--- src/rtl/cascade_counter.sv ---
// Purpose : cascaded modulo-N digit counter (BCD at default) with load, clear and sticky wrap flag.
// Latency : one clk edge from enable/load/clear to q_out; rco is combinational from state, ent and up.
// Backpress: none; enp/ent low simply holds the count, ent also gates rco for chaining further instances.
//
// Ports:
//   clk      rising-edge clock
//   clr      asynchronous active-high reset (q_out, ovf, lderr -> 0)
//   sclrn    synchronous clear, active-low (highest synchronous priority)
//   ldn      synchronous parallel load, active-low
//   enp, ent count enables; both high to count, ent alone gates rco
//   up       1 = count up, 0 = count down
//   data_in  load value, DIGITS digits of DW bits, digit 0 in the LSBs
//   q_out    registered count, same packing as data_in
//   rco      ripple carry/borrow out: ent and every digit at its terminal value
//   ovf      sticky flag, set when the whole counter wraps
//   lderr    set when the last load held a digit >= MODULUS
module cascade_counter #(
    parameter int DIGITS  = 2,
    parameter int MODULUS = 10,
    localparam int DW     = $clog2(MODULUS)
) (
    input  logic                 clk,
    input  logic                 clr,
    input  logic                 sclrn,
    input  logic                 ldn,
    input  logic                 enp,
    input  logic                 ent,
    input  logic                 up,
    input  logic [DIGITS*DW-1:0] data_in,
    output logic [DIGITS*DW-1:0] q_out,
    output logic                 rco,
    output logic                 ovf,
    output logic                 lderr
);

    // Largest digit value; always fits in DW bits.
    localparam logic [DW-1:0] MAX_DIG = DW'(MODULUS - 1);
    // MODULUS itself may equal 2**DW, so range checks use one extra bit.
    localparam logic [DW:0]   MOD_W   = (DW + 1)'(MODULUS);

    logic [DIGITS-1:0][DW-1:0] cnt_q;
    logic [DIGITS-1:0][DW-1:0] cnt_d;
    logic [DIGITS-1:0][DW-1:0] load_val;
    logic [DIGITS-1:0]         term;
    logic [DIGITS-1:0]         bad_dig;
    // carry[k] is high when every digit below k sits at its terminal value,
    // i.e. digit k steps on a count edge. carry[DIGITS] means full wrap.
    logic [DIGITS:0]           carry;
    logic                      all_term;
    logic                      count_en;
    logic                      ovf_q;
    logic                      ovf_d;
    logic                      lderr_q;
    logic                      lderr_d;

    // One step of a single digit in the requested direction, wrapping at the ends.
    function automatic logic [DW-1:0] dig_step(input logic [DW-1:0] d, input logic dir_up);
        logic [DW-1:0] r;
        if (dir_up) begin
            r = (d == MAX_DIG) ? '0 : d + DW'(1);
        end else begin
            r = (d == '0) ? MAX_DIG : d - DW'(1);
        end
        return r;
    endfunction

    // Terminal detection, carry chain and load sanitising.
    always_comb begin
        term     = '0;
        bad_dig  = '0;
        load_val = '0;
        carry    = '0;
        carry[0] = 1'b1;
        for (int k = 0; k < DIGITS; k++) begin
            term[k]      = up ? (cnt_q[k] == MAX_DIG) : (cnt_q[k] == '0);
            carry[k + 1] = carry[k] & term[k];
            bad_dig[k]   = {1'b0, data_in[k*DW +: DW]} >= MOD_W;
            load_val[k]  = bad_dig[k] ? '0 : data_in[k*DW +: DW];
        end
    end

    assign all_term = carry[DIGITS];
    assign count_en = enp & ent;

    // While clr is held the digits are all zero, so this naturally reduces to ent & ~up.
    assign rco = ent & all_term;

    // Next-state: clear beats load beats count, otherwise hold.
    always_comb begin
        cnt_d   = cnt_q;
        ovf_d   = ovf_q;
        lderr_d = lderr_q;
        if (!sclrn) begin
            cnt_d   = '0;
            ovf_d   = 1'b0;
            lderr_d = 1'b0;
        end else if (!ldn) begin
            cnt_d   = load_val;
            ovf_d   = 1'b0;
            lderr_d = |bad_dig;
        end else if (count_en) begin
            for (int k = 0; k < DIGITS; k++) begin
                if (carry[k]) begin
                    cnt_d[k] = dig_step(cnt_q[k], up);
                end
            end
            if (all_term) begin
                ovf_d = 1'b1;
            end
        end
    end

    always_ff @(posedge clk or posedge clr) begin
        if (clr) begin
            cnt_q   <= '0;
            ovf_q   <= 1'b0;
            lderr_q <= 1'b0;
        end else begin
            cnt_q   <= cnt_d;
            ovf_q   <= ovf_d;
            lderr_q <= lderr_d;
        end
    end

    assign q_out = cnt_q;
    assign ovf   = ovf_q;
    assign lderr = lderr_q;

endmodule

--- config.mk ---
export PLATFORM = sky130hd
export DESIGN_NAME = cascade_counter
export DESIGN_NICKNAME = d
export VERILOG_FILES = /design/src/rtl/cascade_counter.sv
export SDC_FILE = /design/constraint.sdc
export NUM_CORES = 1
export LEC_CHECK = 0
export BUFFER_PORTS_ARGS = -buffer_cell sky130_fd_sc_hd__clkbuf_2
export CORE_MARGIN = 4
export CORE_UTILIZATION = 51
export DETAILED_ROUTE_END_ITERATION = 8
export GPL_TIMING_DRIVEN = 0
export PLACE_DENSITY = 0.79
export SYNTH_ARGS = -nofsm -noshare
export SYNTH_HDL_FRONTEND = slang
export SYNTH_SLANG_ARGS = --single-unit
--- constraint.sdc ---
create_clock -name clk -period 2.97 [get_ports clk]
set_input_delay 0.1485 -clock clk [delete_from_list [all_inputs] [get_ports clk]]
set_output_delay 0.1485 -clock clk [all_outputs]
set_load 0.01 [all_outputs]
==> results of run 1 <==
## sequential cells by signal, summed over array words and instances, names as in the netlist
| signal | cells |
|---|---|
| q_out | 8 |
| lderr | 1 |
| ovf | 1 |
## Yosys cell counts (all sizes together) (2+ instances only)
cell type / number / share of area [%]
o211ai: 2 / 1.6
or4: 2 / 1.6
ha: 8 / 11
a31oi: 6 / 4.0
dfrtp: 10 / 27
a21boi: 2 / 1.6
inv: 8 / 3.2
or3b: 3 / 2.8
nor2: 9 / 3.6
a21oi: 5 / 2.7
clkbuf: 5 / 2.1
o21ai: 10 / 5.3
nor2b: 3 / 2.0
nand4b: 2 / 1.9
or3: 2 / 1.5
nand2: 8 / 3.2
nor3b: 2 / 1.6
nor3: 2 / 1.1
nand3: 5 / 2.7
or4b: 3 / 3.6
## how the worst max path moves through the flow
stage,startpoint,end,slack (ns)
after floorplan,q_out[0],q_out[6],0.80
after global placement,q_out[0],q_out[5],0.69
after detailed placement,q_out[0],q_out[5],0.65
after CTS,q_out[0],q_out[5],0.63
after global routing,q_out[5],rco,0.47
final,q_out[0],q_out[5],0.61
## through the flow
stage / std cells / power, mW / worst slack (ns)
4_1_cts: 170 / 0.3867 / 0.6323
3_5_place_dp: 165 / 0.2669 / 0.6500
2_1_floorplan: 116 / 0.2287 / 0.7982
5_1_grt: 170 / 0.4123 / 0.4658
6_report: 170 / 0.3849 / 0.6096
3_3_place_gp: 165 / 0.2631 / 0.6860
## routing by layer
metal  part of all wire (%)  up-vias  track usage [%]  wire length, um
li1                       -      490                -                -
met1                     45      470            23.32             1018
met2                     50       18            32.17             1127
met3                    4.4        0            7.580               98
met4                      0        0            7.175                0
met5                      0        -                0                0
## tightest hold or removal path, cell delays in order
cell and delay [ns]:
clkbuf_2 0.08, nand3_1 0.06, o31ai_1 0.06
## power groups by stage
stage	Combinational (mW)	Sequential, mW	Clock [mW]
final	0.109	0.157	0.119
after global routing	0.123	0.160	0.129
after CTS	0.109	0.157	0.121
after detailed placement	0.107	0.160	0
after global placement	0.104	0.159	0
after floorplan	0.0686	0.160	0
## layout make-up
type                            count  share of cell area (%)
Inverter                            8                   2.646
Tap cell                           25                   2.756
Clock buffer                        4                   3.197
Buffer                              6                   2.095
Sequential cell                    10                   22.05
Timing Repair Buffer               25                   11.47
Multi-Input combinational cell     92                   55.79
## cell families after synthesis
family	after synthesis	share of synthesized area (%)
AO/OA/AOI/OAI	35	24.70
flip-flops	10	26.70
multiplexers	2	2.270
AND/OR/NAND/NOR	47	29.91
buffers and inverters	14	5.740
adder cells (fa/ha/maj)	8	10.68
==> flow_summary.json, run 1 <==
{
  "status": "finished clean",
  "rsz0062_at_grt": "false",
  "syn_nets": 139,
  "cp-start-kind": "flip-flop",
  "rrSetupSlack_ns": 0.61,
  "hpwl_mm": 1.755,
  "hold_viol": 0,
  "area_delta_synth_final_pct": 21.09,
  "fmax_mhz": 423.7,
  "holdPathStages": 3,
  "insertion_delay_ns": 0.26,
  "synth_edf_count": 0,
  "crit_slowest_cell": "or4_1",
  "synth-main-ff-cell": "dfrtp_1",
  "place_congestion": 0.8927,
  "ctsResizeCount": 0,
  "dieArea_um2": 2587,
  "fin_skew_ns": 0.001626,
  "yosysWarnings": 0,
  "worstSetupPathType": "flip-flop to flip-flop",
  "final_cell_mix": "clkbuf_2, o21ai_0, dfrtp_1, nor2_1",
  "leakagePower_nw": 0.5134,
  "nets": 169,
  "worstMarginPinSlew_ns": 0.3948,
  "irDropWorstVdd_mv": 0.3993,
  "antenna_cells": 0,
  "hp-class": "input port to flip-flop",
  "period_needed_ns": 2.360,
  "first_pass_iters": 4,
  "critPathCaptureType": "flip-flop",
  "p_clk_share_pct": 30.9,
  "max_slew_margin_pct": 73.65,
  "cts_max_path_buffers": 2,
  "hold_path_end": "q_out[4]",
  "p_sw_mw": 0.1178,
  "synth_seq_area_share_pct": 26.70,
  "grt_pass1_vias": 898,
  "drc": 0,
  "mostFrequentLayoutCell": "clkbuf_2",
  "worstReg2RegStart": "q_out[0]",
  "swShare_pct": 30.61,
  "cp_cell_sequence": "inv_1 > ha_1 > or4b_4 > a21o_1 > or4_1 > a21boi_1",
  "p_comb_share_pct": 28.3,
  "multi_input_area_um2": 633.1,
  "cp_slowest_stage_delay_ns": 0.55,
  "cts_tree": "yes",
  "hold_slack_ns": 0.1276,
  "p_int_mw": 0.2670,
  "place_area_um2": 1089,
  "fin_setup_tns_ns": 0,
  "clkSinkCount": 10,
  "ys_ff_latch": 10,
  "worstPathArrival_ns": 2.54,
  "path_buf_inv": 1,
  "timing.final.crit_share_pct": 79.47,
  "synthCells": 116,
  "io_pins": 26,
  "final_util_pct": 65.72,
  "crit_family": "simple AND/OR/NAND/NOR gates",
  "cts.clk_slew.worst_paths_ns": 0.06,
  "final_area_um2": 1135,
  "grt_max_degree": 12,
  "root_buffer": "clkbuf_4",
  "drive_above_1_share_pct": 26.21,
  "ctsHtreeMaxLevel": 1,
  "wl_per_cell_um": 13.21,
  "grt_antenna_before_repair": 0,
  "slew_violations": 0,
  "netlist-cell-type-count": 43,
  "hold_buffers": 1,
  "syn_area_um2": 937.1,
  "max_cap_violations": 0,
  "rr_worst_depth": 6,
  "drt-vias-per-instance": 5.753,
  "cp_max_fo": 8,
  "syn_area_per_cell_um2": 8.079,
  "track_usage_pct": 19.67,
  "required_ns": 3.15,
  "die_x_um": 50.87,
  "drt_wl_total_mm": 2.245,
  "vias": 978,
  "rows": 15,
  "seq_power_share_pct": 40.9,
  "n_fill_cell": 162,
  "grt_overflow": 0,
  "grt_first_pass_wirelength_mm": 3.891,
  "cts_buffers": 3,
  "setup_viol": 0,
  "start_util_pct": 54.28,
  "hold_path.startpoint": "data_in[4]",
  "p_per_area_nw_per_um2": 339.1,
  "cp.depth": 6,
  "core_region_area_um2": 1727,
  "regArea_um2": 250.2,
  "dieHeight_um": 50.87,
  "rr_endpoint": "q_out[5]",
  "drtAntennaViolNets": 0,
  "async_reset_ff_share_pct": 100.0,
  "portBuffers": 24,
  "cts_setup_buffers": 0,
  "drt_iter0_drc": 19
}
Power figures use the tool's default switching activity.
==> run 2, diff against run 1 <==
clock period = 2.2 ns   (was 2.97 ns; I/O delays follow)
==> run 2 against run 1 <==
Cell area up 9.4%. Setup slack worse by 0.52 ns. Highest routed layer unchanged. Combinational power up 63%. Largest power group unchanged. Hold slack worse by 0.037 ns. Clock power up 34%. Sequential share of layout area down 1.5 points. Global-route usage up 0.68 points. Maximum frequency up 12%. Sequential power up 32%. Utilization up 6.2 points.
==> flow_summary.json, run 2 (same netlist as run 1, synthesis figures left out) <==
{
  "nets": 179,
  "drt_iter0_drc": 31,
  "antenna_cells": 0,
  "irDropWorstVdd_mv": 0.5518,
  "required_ns": 2.38,
  "p_per_area_nw_per_um2": 439.9,
  "slew_violations": 0,
  "clkSinkCount": 10,
  "cts.clk_slew.worst_paths_ns": 0.06,
  "n_fill_cell": 138,
  "rows": 15,
  "root_buffer": "clkbuf_4",
  "max_slew_margin_pct": 73.33,
  "grt_antenna_before_repair": 0,
  "swShare_pct": 30.52,
  "io_pins": 26,
  "first_pass_iters": 4,
  "insertion_delay_ns": 0.26,
  "p_sw_mw": 0.1666,
  "mostFrequentLayoutCell": "clkbuf_2",
  "dieArea_um2": 2587,
  "setup_viol": 0,
  "drtAntennaViolNets": 0,
  "rsz0062_at_grt": "false",
  "p_clk_share_pct": 29.3,
  "cts_buffers": 3,
  "worstMarginPinSlew_ns": 0.4001,
  "dieHeight_um": 50.87,
  "fin_skew_ns": 0.0001845,
  "period_needed_ns": 2.108,
  "worstReg2RegStart": "q_out[1]",
  "grt_first_pass_wirelength_mm": 4.029,
  "p_comb_share_pct": 32.6,
  "largest_reg_flops": 8,
  "hp-class": "input port to flip-flop",
  "drt-vias-per-instance": 5.750,
  "die_x_um": 50.87,
  "track_usage_pct": 20.35,
  "ctsHtreeMaxLevel": 1,
  "final_cell_count_no_fill": 180,
  "final_cell_mix": "clkbuf_2, o21ai_0, buf_4, nor2_1, nand2_1",
  "cp_max_fo": 4,
  "critPathLaunch": "q_out[1]",
  "timing.final.crit_share_pct": 95.84,
  "drc": 0,
  "portBuffers": 24,
  "grt_overflow": 0,
  "grt_pass1_vias": 934,
  "area_delta_synth_final_pct": 32.44,
  "cts_tree": "yes",
  "drive_above_1_share_pct": 37.42,
  "hpwl_mm": 1.755,
  "worstSetupPathType": "flip-flop to flip-flop",
  "status": "finished clean",
  "cp-start-kind": "flip-flop",
  "hold_path.startpoint": "data_in[4]",
  "critPathCaptureType": "flip-flop",
  "finalPower_mw": 0.5459,
  "hold_viol": 0,
  "place_congestion": 0.8927,
  "p_int_mw": 0.3793,
  "max_cap_violations": 0,
  "wl_per_cell_um": 13.24,
  "worstPathArrival_ns": 2.29,
  "start_util_pct": 54.28,
  "vias": 1035,
  "dp_cells": 165,
  "drt_wl_total_mm": 2.384,
  "cts_max_path_buffers": 2,
  "leakagePower_nw": 0.5583,
  "core_region_area_um2": 1727,
  "grt_max_degree": 12,
  "fmax_mhz": 474.3,
  "seq_power_share_pct": 38.2
}
## run 2: cell count changes in the layout (fill, tap and decap cells not counted), moves of 2 or more
| cell | before | now |
|---|---|---|
| ha_1 | 8 | 6 |
| dfrtp_2 | 0 | 4 |
| inv_1 | 8 | 5 |
| inv_2 | 0 | 3 |
| buf_4 | 0 | 10 |
| dfrtp_1 | 10 | 6 |
## run 2: power by group through the flow
stage / logic, mW / clock network [mW] / registers (mW)
after floorplan: 0.0927 / 0 / 0.216
after global placement: 0.141 / 0 / 0.214
after detailed placement: 0.145 / 0 / 0.216
after CTS: 0.154 / 0.163 / 0.212
after global routing: 0.199 / 0.175 / 0.211
final: 0.178 / 0.160 / 0.208
## run 2: final timing paths
path	cells past startpoint	slack [ns]	end
worst max-delay path	6	0.09	q_out[6]
worst min-delay path	3	0.09	q_out[4]
worst max register to register	6	0.09	q_out[6]
worst min register to register	2	0.52	ovf
max in group asynchronous	3	1.57	q_out[4]
min in group asynchronous	3	0.34	q_out[3]
## run 2: stage by stage
step | worst slack (ns) | TNS, ns | instance area [um2] | hold slack (ns) | utilization (%)
after floorplan | 0.02823 | 0 | 937.1 | -0.04982 | -
after global placement | -0.08395 | -0.1529 | 1089 | 0.07669 | 63.04
after detailed placement | -0.1200 | -0.2186 | 1089 | 0.08158 | 63.04
after CTS | -0.02026 | -0.02026 | 1166 | 0.09016 | 67.54
after global routing | 0.01648 | 0 | 1241 | 0.1095 | 71.88
final | 0.09155 | 0 | 1241 | 0.09031 | 71.88
## run 2: critical path, cell delays in order, from the launching register on
cell     delay (ns)
dfrtp_2        0.41
inv_2          0.07
ha_2           0.18
or4b_4         0.47
a21o_1         0.22
or4_1          0.49
a31oi_1        0.17
## run 2: cell type report
cell class,instances,area (um2),share of cell area (%)
clock buffers,4,36.28,2.923
multi-input cells,92,659.4,53.12
repair buffers,35,205.2,16.53
inverters,8,30.03,2.419
well taps,25,31.28,2.520
plain buffers,6,23.77,1.915
flip-flops and latches,10,255.2,20.56
## run 2: timing repair
item	4_1_cts	5_1_grt
cloned	0	0
hold buffers	1	0
gates resized for setup	6	6
pin swaps	1	5
endpoints found under the setup margin	3	3
setup buffers	3	7
endpoints found under the hold margin	10	0
## run 2: metal layers
metal	wire length (um)	vias to the layer above	global-route usage (%)
li1	-	516	-
met1	1050	496	24.23
met2	1235	23	34.78
met3	99	0	6.414
met4	0	0	6.278
met5	0	-	0
==> run 3, diff against run 2 <==
RECOVER_POWER = 50   (was default)
==> run 3 against run 2 <==
Non-clock buffer count stayed put. Die area stayed put. Routed wire length is 0.71% higher. Largest power group unchanged.
==> flow_summary.json, run 3 (same netlist as run 1, synthesis figures left out) <==
{
  "die_x_um": 50.87,
  "rsz0062_at_grt": "false",
  "max_cap_violations": 0,
  "root_buffer": "clkbuf_4",
  "track_usage_pct": 20.35,
  "drtAntennaViolNets": 0,
  "mostFrequentLayoutCell": "clkbuf_2",
  "drive_above_1_share_pct": 34.19,
  "hp-class": "input port to flip-flop",
  "wl_per_cell_um": 13.34,
  "required_ns": 2.38,
  "cts_tree": "yes",
  "drc": 0,
  "hold_viol": 0,
  "core_region_area_um2": 1727,
  "rows": 15,
  "setup_viol": 0,
  "cp-start-kind": "flip-flop",
  "irDropWorstVdd_mv": 0.5521,
  "grt_overflow": 0,
  "final_cell_count_no_fill": 180,
  "insertion_delay_ns": 0.26,
  "p_int_mw": 0.3780,
  "drt_wl_total_mm": 2.401,
  "p_per_area_nw_per_um2": 441.2,
  "grt_antenna_before_repair": 0,
  "final_cell_mix": "clkbuf_2, o21ai_0, buf_4, clkbuf_1, nor2_1",
  "antenna_cells": 0,
  "swShare_pct": 30.62,
  "cp_cell_sequence": "inv_2 > ha_2 > or4b_4 > a21o_1 > or4_1 > a31oi_1",
  "drt-vias-per-instance": 5.761,
  "dp_cells": 165,
  "max_slew_margin_pct": 73.59,
  "start_util_pct": 54.28,
  "cp_max_fo": 4,
  "grt_pass1_vias": 934,
  "fmax_mhz": 473.9,
  "clkSinkCount": 10,
  "worstMarginPinSlew_ns": 0.3961,
  "p_sw_mw": 0.1669,
  "portBuffers": 24,
  "seq_power_share_pct": 38.2,
  "use_met3_pct": 6.414,
  "fin_ws_ns": 0.08966,
  "worstSetupPathType": "flip-flop to flip-flop",
  "vias": 1037,
  "p_clk_share_pct": 29.3,
  "status": "finished clean",
  "hpwl_mm": 1.755,
  "place_congestion": 0.8927,
  "slew_violations": 0,
  "dieHeight_um": 50.87,
  "drt_iter0_drc": 31,
  "grtUsageMet1_pct": 24.23,
  "crit_slowest_cell": "or4_1",
  "first_pass_iters": 4,
  "critPathCaptureType": "flip-flop",
  "grt_busiest_layer": "met2",
  "path_buf_inv": 1,
  "dieArea_um2": 2587,
  "cts.clk_slew.worst_paths_ns": 0.06,
  "nets": 179,
  "largest_reg_flops": 8,
  "gr-usage-met2_pct": 34.78,
  "ctsHtreeMaxLevel": 1,
  "grt_first_pass_wirelength_mm": 4.029,
  "dpl_worst_slack_ns": -0.1200,
  "fin_skew_ns": 0.0001498,
  "crit_family": "simple AND/OR/NAND/NOR gates",
  "cp_slowest_stage_delay_ns": 0.49,
  "worstPathArrival_ns": 2.29,
  "p_comb_share_pct": 32.4,
  "area_delta_synth_final_pct": 31.78,
  "period_needed_ns": 2.110,
  "leakagePower_nw": 0.5417,
  "grt_max_degree": 12,
  "timing.final.crit_share_pct": 95.92,
  "cts_max_path_buffers": 2,
  "io_pins": 26,
  "cts_buffers": 3,
  "hold_slack_ns": 0.09019
}
run 3: cell types whose count changed in the layout (fill, tap and decap cells not counted):
| cell | before | now |
|---|---|---|
| clkbuf_1 | 4 | 9 |
| clkbuf_2 | 25 | 20 |
run 3: through the flow:
| step | util [%] | cell area [um2] | total power, mW | setup TNS (ns) |
|---|---|---|---|---|
| after global routing | 71.52 | 1235 | 0.5827 | 0 |
| after floorplan | - | 937.1 | 0.3087 | 0 |
| after CTS | 67.54 | 1166 | 0.5288 | -0.02026 |
| after detailed placement | 63.04 | 1089 | 0.3603 | -0.2186 |
| after global placement | 63.04 | 1089 | 0.3551 | -0.1529 |
| final | 71.52 | 1235 | 0.5449 | 0 |
run 3: worst paths after layout:
path	start	to	slack [ns]	cells past startpoint
setup / recovery	q_out[1]	q_out[6]	0.09	6
hold / removal	data_in[4]	q_out[4]	0.09	3
setup reg to reg	q_out[1]	q_out[6]	0.09	6
hold reg to reg	ovf	ovf	0.53	2
max in group asynchronous	clr	q_out[4]	1.58	3
min in group asynchronous	clr	q_out[3]	0.34	3
run 3: cell type report:
cell class                 instances  area, um2
multi-input combinational         92      659.4
fill                             143      491.7
tap                               25      31.28
clock buffer                       4      36.28
buffer                             6      23.77
sequential                        10      255.2
inverter                           8      30.03
timing repair buffer              35      198.9
run 3: timing repair:
item | in CTS | in global routing
setup buffers | 3 | 7
hold buffers | 1 | 0
endpoints found under the hold margin | 10 | 0
pin swaps | 1 | 5
endpoints found under the setup margin | 3 | 3
gates resized for setup | 6 | 6
run 3: metal layers:
layer	wire, um	vias up
met5	0	-
met1	1043	496
met3	117	0
met2	1240	28
met4	0	0
li1	-	513
run 3: power by group through the flow:
stage / Combinational, mW / Sequential (mW) / Clock (mW)
2_1_floorplan: 0.0927 / 0.216 / 0
3_3_place_gp: 0.141 / 0.214 / 0
3_5_place_dp: 0.145 / 0.216 / 0
4_1_cts: 0.154 / 0.212 / 0.163
5_1_grt: 0.197 / 0.210 / 0.175
6_report: 0.177 / 0.208 / 0.160
run 3: worst min-delay path: stages:
cell and delay (ns):
clkbuf_2 0.08, nand3_1 0.06, o31ai_1 0.06
